### src/rtl/mem_access_unit.sv
// mem_access_unit: load/store controller for a word-only data memory.
// Sub-word and unaligned accesses become a fixed READ -> COMMIT sequence.
// Loads are extracted and extended from the word read back; stores merge
// into that word and write it back.
module mem_access_unit #(
  parameter int AW = 10
) (
  input  logic          clk,
  input  logic          reset,
  input  logic          req,
  input  logic [3:0]    op,
  input  logic [31:0]   addr,
  input  logic [31:0]   wdata,
  input  logic [31:0]   rt_old,
  output logic          busy,
  output logic          done,
  output logic [31:0]   rdata,
  output logic          err,
  output logic [AW-1:0] mem_addr,
  output logic [31:0]   mem_din,
  output logic          mem_we,
  input  logic [31:0]   mem_dout
);

  typedef enum logic [1:0] {S_IDLE, S_READ, S_COMMIT} state_e;

  typedef enum logic [3:0] {
    OP_LW  = 4'd0,  OP_LB  = 4'd1,  OP_LBU = 4'd2,  OP_LH  = 4'd3,
    OP_LHU = 4'd4,  OP_LWL = 4'd5,  OP_LWR = 4'd6,  OP_SW  = 4'd8,
    OP_SB  = 4'd9,  OP_SH  = 4'd10, OP_SWL = 4'd11, OP_SWR = 4'd12
  } op_e;

  state_e         state_q, state_d;
  logic [3:0]     op_q;
  logic [AW+1:0]  addr_q;
  logic [31:0]    wdata_q, rt_old_q, buf_q;
  logic           done_q, err_q;
  logic [31:0]    rdata_q;

  logic [1:0]     n;
  logic           is_store, err_d;
  logic [31:0]    ld_word, st_word, rdata_d;
  logic           done_d;
  logic [3:0][7:0] bb, wb, ldb, stb;

  // Address bits above the memory window are ignored (accesses wrap at 4 KiB).
  logic unused_addr_hi;
  assign unused_addr_hi = ^addr[31:AW+2];

  assign n = addr_q[1:0];

  // State register.
  always_ff @(posedge clk) begin
    if (reset) state_q <= S_IDLE;
    else       state_q <= state_d;
  end

  // Next-state logic: fixed three-cycle walk IDLE -> READ -> COMMIT -> IDLE.
  always_comb begin
    state_d = state_q;
    case (state_q)
      S_IDLE:   if (req) state_d = S_READ;
      S_READ:   state_d = S_COMMIT;
      S_COMMIT: state_d = S_IDLE;
      default:  state_d = S_IDLE;
    endcase
  end

  // FSM outputs: stall flag, memory address and write strobe.
  always_comb begin
    busy     = (state_q != S_IDLE);
    mem_addr = (state_q == S_IDLE) ? '0 : addr_q[AW+1:2];
    mem_we   = (state_q == S_COMMIT) && is_store && !err_d && !reset;
    mem_din  = st_word;
  end

  // Op decode: store class and alignment / validity errors.
  always_comb begin
    is_store = 1'b0;
    err_d    = 1'b0;
    case (op_q)
      OP_LW:                      err_d = (n != 2'd0);
      OP_SW:              begin   err_d = (n != 2'd0); is_store = 1'b1; end
      OP_LH, OP_LHU:              err_d = addr_q[0];
      OP_SH:              begin   err_d = addr_q[0];   is_store = 1'b1; end
      OP_LB, OP_LBU, OP_LWL, OP_LWR: err_d = 1'b0;
      OP_SB, OP_SWL, OP_SWR:      is_store = 1'b1;
      default:                    err_d = 1'b1;
    endcase
  end

  // Byte lanes: load extraction/merge and store merge into the buffered word.
  always_comb begin
    bb  = buf_q;
    wb  = wdata_q;
    ldb = '0;
    stb = buf_q;
    case (op_q)
      OP_LW:  ldb = buf_q;
      OP_LB:  ldb = {{24{bb[n][7]}}, bb[n]};
      OP_LBU: ldb = {24'd0, bb[n]};
      OP_LH:  ldb = {{16{bb[{n[1], 1'b1}][7]}}, bb[{n[1], 1'b1}], bb[{n[1], 1'b0}]};
      OP_LHU: ldb = {16'd0, bb[{n[1], 1'b1}], bb[{n[1], 1'b0}]};
      OP_LWL: begin
        ldb = rt_old_q;
        for (int unsigned j = 0; j < 4; j++)
          if (2'(j) <= n) ldb[2'd3 - n + 2'(j)] = bb[2'(j)];
      end
      OP_LWR: begin
        ldb = rt_old_q;
        for (int unsigned j = 0; j < 4; j++)
          if (2'(j) >= n) ldb[2'(j) - n] = bb[2'(j)];
      end
      OP_SW:  stb = wdata_q;
      OP_SB:  stb[n] = wb[0];
      OP_SH: begin
        stb[{n[1], 1'b0}] = wb[0];
        stb[{n[1], 1'b1}] = wb[1];
      end
      OP_SWL:
        for (int unsigned j = 0; j < 4; j++)
          if (2'(j) <= n) stb[2'(j)] = wb[2'd3 - n + 2'(j)];
      OP_SWR:
        for (int unsigned j = 0; j < 4; j++)
          if (2'(j) >= n) stb[2'(j)] = wb[2'(j) - n];
      default: ldb = '0;
    endcase
    ld_word = ldb;
    st_word = stb;
  end

  assign rdata_d = (is_store || err_d) ? '0 : ld_word;
  assign done_d  = (state_q == S_COMMIT);

  // Request latches and read buffer.
  always_ff @(posedge clk) begin
    if (reset) begin
      op_q     <= '0;
      addr_q   <= '0;
      wdata_q  <= '0;
      rt_old_q <= '0;
      buf_q    <= '0;
    end else begin
      if (state_q == S_IDLE && req) begin
        op_q     <= op;
        addr_q   <= addr[AW+1:0];
        wdata_q  <= wdata;
        rt_old_q <= rt_old;
      end
      if (state_q == S_READ) buf_q <= mem_dout;
    end
  end

  // Completion pulse and result registers, loaded on the COMMIT edge.
  always_ff @(posedge clk) begin
    if (reset) begin
      done_q  <= 1'b0;
      err_q   <= 1'b0;
      rdata_q <= '0;
    end else begin
      done_q <= done_d;
      if (state_q == S_COMMIT) begin
        err_q   <= err_d;
        rdata_q <= rdata_d;
      end
    end
  end

  assign done  = done_q;
  assign err   = err_q;
  assign rdata = rdata_q;

endmodule

### config.mk
export PLATFORM = sky130hd
export DESIGN_NAME = mem_access_unit
export DESIGN_NICKNAME = d
export VERILOG_FILES = /design/src/rtl/mem_access_unit.sv
export SDC_FILE = /design/constraint.sdc
export NUM_CORES = 1
export LEC_CHECK = 0
export ABC_AREA = 0
export BUFFER_PORTS_ARGS = -buffer_cell sky130_fd_sc_hd__buf_2
export CELL_PAD_IN_SITES_DETAIL_PLACEMENT = 0
export CELL_PAD_IN_SITES_GLOBAL_PLACEMENT = 1
export CORE_ASPECT_RATIO = 2
export CORE_MARGIN = 2
export CORE_UTILIZATION = 37
export CTS_BUF_LIST = sky130_fd_sc_hd__clkbuf_4 sky130_fd_sc_hd__clkbuf_8 sky130_fd_sc_hd__clkbuf_16
export DETAILED_ROUTE_END_ITERATION = 10
export GPL_TIMING_DRIVEN = 0
export PLACE_DENSITY = 0.71
export SYNTH_ARGS = -nofsm -noshare
export SYNTH_HDL_FRONTEND = slang
export SYNTH_SLANG_ARGS = --single-unit
export TNS_END_PERCENT = 50
### constraint.sdc
create_clock -name clk -period 4 [get_ports clk]
set_input_delay 0.6 -clock clk [delete_from_list [all_inputs] [get_ports clk]]
set_output_delay 0.6 -clock clk [all_outputs]
set_load 0.01 [all_outputs]
==> results by group <==
Die
  – I/O pin count: 213
  – Die area: 33020 µm²
  – Core Area: 31310 µm²
  – Rows: 92
  – Die W: ~130 µm
  – Initial core utilization: roughly 37%
  – Die height: about 250 µm

Power
  – Design internal power: 2.904 mW
  – P_sw: roughly 1.7 mW
  – Power per cell area: ~330 nW/µm²
  – Peak supply drop: 306.6 µV
  – Gate power share: 26.1%
  – Flop pwr share: a little over a third
  – Sw Share: between 30% and 40%
  – Power share of the clock group: 38.2%
  – Leakage: roughly 5.2 nW

Place
  – GP Congestion: 1.023
  – Placement Setup Slack: -729.8 ps
  – Hpwl dp: roughly 54000 µm
  – Port buffer count: between 150 and 200

Critical path
  – Crit path from: addr_q[0]
  – Reg2reg start: addr_q[1]
  – CP Capture Type: output port
  – CP most frequent cell: buf_2
  – Critical-path top delay cell: clkbuf_1
  – R2R cell count: 10
  – Cell breakdown of the critical path: ha_1 -> buf_2 -> clkbuf_1 -> buf_2 -> mux2i_1 -> o2bb2ai_1 -> a221oi_1 -> o211ai_1 -> buf_2
  – Crit path max fanout: 10
  – Worst flop-to-flop path endpoint: rdata[28]
  – Reg2reg setup slack: ~290 ps
  – Critical path startpoint category: flip-flop
  – Worst Path Required: around 3400 ps
  – Critical Path AT: ~3400 ps
  – Crit path largest cell delay: 560 ps
  – CP Class: reg -> out
  – Critical Path Sink: mem_din[26]

Routing
  – Vias per cell: approximately 6.5
  – DRC Markers: 0
  – Post-Route WL: slightly below 70000 µm
  – DR vias: ~14000
  – First-pass DRT Iterations: 6
  – Initial drt markers: approximately 1700
  – Antenna Nets Post-Route: 0
  – Routed len/inst: about 31 µm

Synthesis
  – Syn Area/Cell: 7.481 µm²
  – Synth async-reset ratio: 0%
  – EDFF count, synth: 0
  – #FFs+latches synth: 148
  – Yosys cell types: between 70 and 80
  – Mapped Cells: between 1500 and 2000
  – Syn_nets: 1701
  – Most used DFF post-synth: dfxtp_1
  – Register area share after synthesis: about a quarter
  – Area of the mapped netlist: around 12000 µm²
  – Synth warn: 0

Global route
  – Initial antenna violation count: 3
  – Largest net degree at the start of global routing: 20
  – Aggregate global-route resource usage: approximately 41%
  – First-pass GRT wire length: ~96000 µm
  – Grt total ovfl: 0
  – Vias in the first global route: 13548

Timing
  – Fmax: approximately 250 MHz
  – Minimum clock period: roughly 4000 ps
  – Min Hold Slack: between 300 and 400 ps
  – Setup_tns: 0 ps
  – Slew @ Worst Pin: 1272 ps
  – Final period util: ~100%
  – Final setup fails: 0
  – Pins over their slew limit: 0
  – Final hold violation count: 0
  – Headroom to the max-slew limit: between 10% and 20%
  – Final setup margin: around 2.4 ps
  – Clock skew: about 15 ps

Clock tree
  – Clk root buf: clkbuf_16
  – H-tree Lvls: 4
  – CTS Buffer Depth: 2
  – Clock latency on the worst-skew pair: about 470 ps
  – Clock transition at the registers of the reported paths: approximately 70 ps
  – TritonCTS buffer count: 17
  – Hold bufs inserted after CTS: 0
  – # clock sinks: about 150
  – TritonCTS clock tree: done

Worst hold path
  – Hold crit path type: in -> reg

Job
  – Max cap viols: 0

Cells and area
  – Fillers: between 3000 and 4000
  – Share of post-route cells with drive strength above 1: roughly a fifth
  – Area Overhead vs Synth: 19.65%
  – Commonest cells after routing, fill and taps aside: nand2_1 (338), buf_2 (230), a21oi_1 (167)
  – Most common cell after layout, fill and taps aside: nand2_1
  – Nets: about 1900

Run status
  – Outcome: complete, no violations
## power groups by stage
stage / Sequential [mW] / Clock, mW / Combinational [mW]
after detailed placement: 1.66 / 0 / 1.12
after floorplan: 1.62 / 0 / 0.672
after global placement: 1.66 / 0 / 1.12
after CTS: 1.63 / 1.74 / 1.14
after global routing: 1.64 / 1.80 / 1.25
final: 1.64 / 1.75 / 1.20
## metal layers
metal  wire, µm  track usage [%]  up-vias
met4       5760            29.25        4
met1      25660            49.70     6885
met3       6100            8.654      259
met5         30                0        -
met2      31320            64.15     1026
li1           -                -     6227
## worst max-delay path, delay by kind of cell, from the launching register on
kind | cells | cell delay [ps]
buffers and inverters | 4 | 1430
AOI/OAI and AO/OA | 3 | 540
DFF | 1 | 490
muxes | 1 | 250
adders and majority gates | 1 | 200
## state kept, by name, indices dropped and copies added, names as in the netlist
| register | cells |
|---|---|
| addr_q | 12 |
| bb | 32 |
| done | 1 |
| err | 1 |
| op_q | 4 |
| rdata | 32 |
| rt_old_q | 32 |
| state_q | 2 |
| wb | 32 |
## cell type report
type | instances | area (µm²) | area share, %
multi-input cells | 1209 | 7856 | 56.34
flip-flops and latches | 148 | 2970 | 21.30
repair buffers | 199 | 1026 | 7.358
plain buffers | 181 | 889.6 | 6.380
well taps | 423 | 529.3 | 3.795
clock buffers | 20 | 460.4 | 3.302
clock inverters | 12 | 141.4 | 1.014
inverters | 15 | 63.81 | 0.4576
diodes | 3 | 7.507 | 0.05384
## how the worst min path moves through the flow
stage / from / to / depth (start not counted)
6_report: wdata[23] / wb[23] / 3
2_1_floorplan: addr_q[10] / addr_q[10] / 2
3_5_place_dp: addr_q[7] / addr_q[7] / 2
3_3_place_gp: rdata[30] / rdata[30] / 2
5_1_grt: rt_old[21] / rt_old_q[21] / 3
4_1_cts: rt_old[21] / rt_old_q[21] / 3
## through the flow
step	total power, mW	std cells	util [%]	cell area [µm²]
after floorplan	2.290	1558	-	11650
after global placement	2.781	2173	41.98	13150
after detailed placement	2.788	2174	42.03	13160
after CTS	4.513	2205	44.30	13870
after global routing	4.682	2208	44.52	13940
final	4.580	2210	44.54	13940
## cell families (layout without fill, tap and decap cells)
| kind of cell | count (synthesis) | count (layout) | share of synthesized area, % |
|---|---|---|---|
| AO/OA/AOI/OAI | 521 | 521 | 30.95 |
| buffers and inverters | 201 | 427 | 7.590 |
| XOR/XNOR | 1 | 1 | 0.07516 |
| AND/OR/NAND/NOR | 576 | 576 | 22.49 |
| adder cells (fa/ha/maj) | 8 | 8 | 0.8589 |
| flip-flops | 148 | 148 | 25.42 |
| other | 0 | 3 | 0 |
| multiplexers | 103 | 103 | 12.61 |
## synthesized netlist by cell type, drive strengths merged, types with 6 or more instances
library cell / number / share of area (%)
a211oi: 20 / 1.3
clkbuf: 113 / 3.6
nand2b: 26 / 1.4
nand3: 40 / 1.7
nand2: 338 / 11
o2bb2ai: 9 / 0.68
a31oi: 13 / 0.70
a21oi: 168 / 7.2
nor4: 7 / 0.50
mux2i: 52 / 4.5
dfxtp: 148 / 25
a211o: 9 / 0.68
o22ai: 8 / 0.43
nor3: 23 / 1.0
o221ai: 8 / 0.60
a22oi: 29 / 1.9
a311oi: 25 / 1.9
a221o: 13 / 1.1
a21o: 10 / 0.64
ha: 8 / 0.86
a2111oi: 7 / 0.58
and3: 18 / 0.97
mux2: 18 / 1.7
and2: 7 / 0.38
a311o: 9 / 0.77
a221oi: 39 / 2.9
a22o: 12 / 0.90
nand4: 6 / 0.32
o21ai: 50 / 2.1
mux4: 33 / 6.4
o211ai: 45 / 2.9
nor2b: 26 / 1.4
buf: 73 / 3.5
nor2: 56 / 1.8
inv: 15 / 0.48
## what timing repair did
action / CTS / global route
gates resized for setup: 42 / 11
hold endpoints to repair: 0 / 0
setup buffers: 3 / 3
setup endpoints to repair: 46 / 20
pin swaps: 1 / 2
Note: power is estimated with default switching activity, not from simulation.
